[src/rtl/mem_port_ctrl_pkg.sv]
// Shared types and DM region constants for the memory-port sequencer.
// The DM is one byte array: instruction region first, data region after it.
package mem_port_ctrl_pkg;

  typedef enum logic [1:0] {
    ReqFetch   = 2'b00,
    ReqLoad    = 2'b01,
    ReqStore   = 2'b10,
    ReqIllegal = 2'b11
  } req_type_e;

  typedef enum logic [2:0] {
    StIdle,
    StAccess,
    StWrite,
    StDone,
    StErr
  } state_e;

  localparam int unsigned ImemRegionBytes = 32;
  localparam int unsigned DmTotalBytes    = 96;
  localparam int unsigned DmemRegionBytes = DmTotalBytes - ImemRegionBytes;
  localparam int unsigned CntW            = 4;

  function automatic logic is_word_aligned(logic [31:0] addr);
    return addr[1:0] == 2'b00;
  endfunction

endpackage

[src/rtl/mem_addr_map.sv]
// Classifies a request (misaligned / out of range / illegal) and produces the
// DM address and IorD select it should be issued with.
module mem_addr_map
  import mem_port_ctrl_pkg::*;
#(
  parameter int unsigned ImemBytes = ImemRegionBytes,
  parameter int unsigned DmemBytes = DmemRegionBytes
) (
  input  req_type_e   req_type,
  input  logic [31:0] req_addr,
  output logic        bad,
  output logic [31:0] map_addr,
  output logic        map_iord
);

  always_comb begin
    bad      = !is_word_aligned(req_addr);
    map_addr = req_addr;
    map_iord = 1'b0;
    case (req_type)
      ReqFetch: begin
        bad      = bad | (req_addr >= 32'(ImemBytes));
        map_addr = req_addr >> 2;
        map_iord = 1'b1;
      end
      ReqLoad: begin
        bad = bad | (req_addr >= 32'(DmemBytes));
      end
      ReqStore: begin
        // Writes use the DM's word index over the whole array.
        bad      = bad | (req_addr >= 32'(DmemBytes));
        map_addr = (32'(ImemBytes) + req_addr) >> 2;
      end
      default: bad = 1'b1;
    endcase
  end

endmodule

[src/rtl/mem_port_ctrl.sv]
// Memory-access sequencer between the multi-cycle control unit and the DM:
// accepts fetch/load/store requests and drives the DM strobes for them.
module mem_port_ctrl
  import mem_port_ctrl_pkg::*;
#(
  parameter int unsigned WaitCycles = 1,
  parameter int unsigned ImemBytes  = ImemRegionBytes,
  parameter int unsigned DmemBytes  = DmemRegionBytes
) (
  input  logic        clk,
  input  logic        rst,
  input  logic        req_valid,
  output logic        req_ready,
  input  logic [1:0]  req_type,
  input  logic [31:0] req_addr,
  input  logic [31:0] req_wdata,
  output logic        done,
  output logic        err,
  output logic [31:0] ir_out,
  output logic [31:0] mdr_out,
  output logic        dm_r,
  output logic        dm_w,
  output logic        dm_iord,
  output logic [31:0] dm_addr,
  output logic [31:0] dm_wdata,
  input  logic [31:0] dm_rdata
);

  localparam logic [CntW-1:0] WaitLoad = CntW'(WaitCycles);

  state_e          state_q;
  req_type_e       type_q;
  logic [CntW-1:0] cnt_q;

  logic        map_bad;
  logic        map_iord;
  logic [31:0] map_addr;

  mem_addr_map #(
    .ImemBytes(ImemBytes),
    .DmemBytes(DmemBytes)
  ) u_addr_map (
    .req_type(req_type_e'(req_type)),
    .req_addr(req_addr),
    .bad     (map_bad),
    .map_addr(map_addr),
    .map_iord(map_iord)
  );

  assign req_ready = (state_q == StIdle);

  always_ff @(posedge clk or posedge rst) begin
    if (rst) begin
      state_q  <= StIdle;
      type_q   <= ReqFetch;
      cnt_q    <= '0;
      ir_out   <= '0;
      mdr_out  <= '0;
      dm_r     <= 1'b0;
      dm_w     <= 1'b0;
      dm_iord  <= 1'b0;
      dm_addr  <= '0;
      dm_wdata <= '0;
      done     <= 1'b0;
      err      <= 1'b0;
    end else begin
      done <= 1'b0;
      err  <= 1'b0;
      case (state_q)
        StIdle: begin
          if (req_valid) begin
            type_q <= req_type_e'(req_type);
            if (map_bad) begin
              // Rejected requests never disturb the DM address or strobes.
              state_q <= StErr;
              err     <= 1'b1;
            end else begin
              dm_addr <= map_addr;
              dm_iord <= map_iord;
              if (req_type_e'(req_type) == ReqStore) begin
                state_q  <= StWrite;
                dm_w     <= 1'b1;
                dm_wdata <= req_wdata;
              end else begin
                state_q <= StAccess;
                dm_r    <= 1'b1;
                cnt_q   <= WaitLoad;
              end
            end
          end
        end
        StAccess: begin
          if (cnt_q == CntW'(1)) begin
            dm_r    <= 1'b0;
            done    <= 1'b1;
            state_q <= StDone;
            if (type_q == ReqFetch) begin
              ir_out <= dm_rdata;
            end else begin
              mdr_out <= dm_rdata;
            end
          end else begin
            cnt_q <= cnt_q - CntW'(1);
          end
        end
        StWrite: begin
          dm_w    <= 1'b0;
          done    <= 1'b1;
          state_q <= StDone;
        end
        StDone:  state_q <= StIdle;
        StErr:   state_q <= StIdle;
        default: state_q <= StIdle;
      endcase
    end
  end

endmodule
[config.mk]
export PLATFORM = sky130hd
export DESIGN_NAME = mem_port_ctrl
export DESIGN_NICKNAME = d
export VERILOG_FILES = /design/src/rtl/mem_port_ctrl_pkg.sv /design/src/rtl/mem_addr_map.sv /design/src/rtl/mem_port_ctrl.sv
export SDC_FILE = /design/constraint.sdc
export NUM_CORES = 1
export LEC_CHECK = 0
export BUFFER_PORTS_ARGS = -buffer_cell sky130_fd_sc_hd__buf_2
export CAP_MARGIN = 15
export CORE_ASPECT_RATIO = 1.25
export CORE_MARGIN = 3
export CORE_UTILIZATION = 48
export CTS_CLUSTER_DIAMETER = 80
export CTS_CLUSTER_SIZE = 16
export DETAILED_ROUTE_END_ITERATION = 7
export GPL_TIMING_DRIVEN = 0
export PLACE_DENSITY = 0.78
export SYNTH_ARGS = -nofsm -noshare
export SYNTH_HDL_FRONTEND = slang
export SYNTH_SLANG_ARGS = --single-unit
export TNS_END_PERCENT = 50
[constraint.sdc]
create_clock -name clk -period 5.3 [get_ports clk]
set_input_delay 0.53 -clock clk [delete_from_list [all_inputs] [get_ports clk]]
set_output_delay 0.53 -clock clk [all_outputs]
set_load 0.05 [all_outputs]
==> results.cfg <==
[detailed_routing]
first_pass_iters = 4
postRouteAntennaNets = 0
wl_mm = 13.47
drcViolationCount = 0
drt_iter0_drc = 140
wl_per_cell_um = 16.48
viasPerCell = 4.985
vias = 4073

[finish]
drive_gt1_share_pct = 53.94
antenna_cells = 0
final_nets = 756
final_util_pct = 67.62
n_fill_cell = 855
finalNonFillerCells = 817
synthToLayoutAreaGrowth_pct = 34.75

[power]
ir_drop_mv = 0.2399
intPower_mw = 1.891
p_sw_mw = 0.6169
p_seq_share_pct = 44.8
pwr-share-comb_pct = 9.5
powerDensity_nw_per_um2 = 326.8
p_sw_share_pct = 24.60
p_leak_nw = 4.277
clockPowerShare_pct = 45.7

[cts]
insertion_delay_ns = 0.40
tritoncts = built
post_cts_buffers = 0
ctsResizeCount = 0
clock_sinks = 142
clk_path_buf_depth = 2
cts_htree_levels = 4
holdBufCountCts = 0
root_buffer = clkbuf_16
numCtsBuffers = 17
clk_pin_slew_ns = 0.06

[die]
initial_utilization_pct = 50.18
die_x_um = 103.4
die_area_um2 = 13220
pin_count = 235
row_count = 43
die_h_um = 127.8
core_region_area_um2 = 11350

[synthesis]
yosys_warnings = 0
synth_nets = 502
synth.distinct_cells = 40
syn_area_um2 = 5697
ys_seq_area_share_pct = 62.38
syn_area_per_cell_um2 = 14.46
ys_seq_elements = 142
synthTopCellsByCount = 142 x dfrtp_1, 76 x mux2_2, 30 x nor2b_1
synth_top_area_cell = dfrtp_1
synth_top_area_share_pct = 62.38
synth_edf_count = 0
synth_most_common_cell = dfrtp_1
ys_dominant_reg_cell = dfrtp_1
synthArstFlopShare_pct = 100.0
synth_cells = 394
netlist_top_cells_area = dfrtp_1 62%, mux2_2 15%, mux2_1 5.7%

[grt]
grt_antenna_before_repair = 0
grt_pass1_wl_mm = 20.98
met3_usage_pct = 5.498
grt_max_degree = 83
grt_use_met2_pct = 35.62
grtUsageMet1_pct = 23.08
track_usage_pct = 20.43
top_usage_layer = met2
first_global_vias = 4252
overflow = 0

[setup_path]
arrival_ns = 2.84
worstSetupPathType = in2reg
crit_buf_inv = 2
slowest_delay_ns = 0.66
crit_family = simple AND/OR/NAND/NOR gates
cp_max_fo = 10
rrSetupSlack_ns = 2.87
crit_required_ns = 5.58
slowest_stage = nor4b_4
startpoint_type = input pin
path_cells = buf_2 -> ha_1 -> nor4_1 -> nand3_1 -> nor4b_4 -> buf_6 -> mux2_1
critPathCaptureType = register

[timing]
fmax_mhz = 389.9
setup_ws_ns = 2.735
tightest_slew_ns = 0.6411
slew_viol_final = 0
fin_hold_ws_ns = 0.1950
min_period_ns = 2.565
final_hold_viol_count = 0
rsz0062_at_grt = no
totalNegativeSetupSlack_ns = 0
setup_viol = 0
clock_skew_ns = 0.006099
fin_crit_sh_pct = 48.40
slew_headroom_pct = 57.26

[placed_design]
port_buffers = 234
dp_hpwl_mm = 10.28
gp_congestion = 0.7860
pre_cts_ws_ns = 2.301
place_inst = 786

[run_status]
status = finished, final reports clean

[flow_run]
maxCapViolations = 0

[min_path]
hp-class = in2async
==> cells in the final DEF, fill, tap and decap left out, drive strengths merged, types with 2 or more instances in the layout <==
cell type    n
nor4bb       3
o21ai       11
clkinvlp     4
nor3         2
inv         13
o311ai       3
clkinv       5
and3         2
buf        245
ha           7
o22a         2
nor4b        3
nand2       10
xnor2        2
nor2        12
clkbuf      23
bufinv       2
o211ai       2
dfrtp      142
nand3        4
nor2b       30
mux2       105
nand4        3
nand2b       4
nor4         9
==> layer usage <==
metal,up-vias,share of wire (%)
met4,0,2.5
met1,1997,38
met2,157,52
met5,-,0
li1,1898,-
met3,21,7.3
==> registers in the layout, indices dropped and copies added (netlist names) <==
register	flops
dm_r	1
state_q	3
type_q	2
dm_iord	1
mdr_out	32
dm_wdata	32
err	1
dm_addr	32
done	1
ir_out	32
cnt_q	4
dm_w	1
==> power groups by stage <==
stage                     clock network [mW]  registers [mW]  logic (mW)
final                                   1.15            1.12       0.239
after global routing                    1.22            1.13       0.257
after CTS                               1.17            1.12       0.242
after detailed placement                   0            1.14       0.241
after global placement                     0            1.14       0.231
after floorplan                            0            1.22      0.0688
==> final timing paths <==
path / startpoint / to / cells past startpoint
setup / recovery: req_type[0] / dm_wdata[20]$_DFFE_PP0P_ / 7
min in group clk: req_wdata[1] / dm_wdata[1]$_DFFE_PP0P_ / 2
max in group asynchronous: rst / dm_wdata[8]$_DFFE_PP0P_ / 3
hold / removal: rst / dm_addr[8]$_DFFE_PP0P_ / 2
hold reg to reg: dm_wdata[30]$_DFFE_PP0P_ / dm_wdata[30]$_DFFE_PP0P_ / 1
setup reg to reg: state_q[2]$_DFFE_PP0P_ / dm_wdata[20]$_DFFE_PP0P_ / 6
==> final cells by class <==
cell class | count | area, µm² | area share [%]
Clock buffer | 18 | 439.2 | 5.721
Inverter | 11 | 46.29 | 0.6031
Clock inverter | 13 | 140.1 | 1.826
Tap cell | 157 | 196.4 | 2.559
Multi-Input combinational cell | 226 | 2008 | 26.16
Buffer | 15 | 93.84 | 1.222
Sequential cell | 142 | 3553 | 46.29
Timing Repair Buffer | 235 | 1199 | 15.62
==> through the flow <==
step / power, mW / area [µm²]
after floorplan: 1.292 / 5697
after global placement: 1.373 / 7064
after detailed placement: 1.383 / 7097
after CTS: 2.536 / 7676
after global routing: 2.599 / 7676
final: 2.508 / 7676
==> cell families (layout without fill, tap and decap cells) <==
logic type / Yosys count / count (layout) / synth area share, %
compound gates: 23 / 23 / 2.702
buf+inv: 26 / 292 / 2.372
mux: 106 / 106 / 20.93
simple gates: 88 / 88 / 9.774
flops: 142 / 142 / 62.38
fa+ha+maj: 7 / 7 / 1.537
xor+xnor: 2 / 2 / 0.3075
No activity file was read; power rests on OpenSTA's default activity.
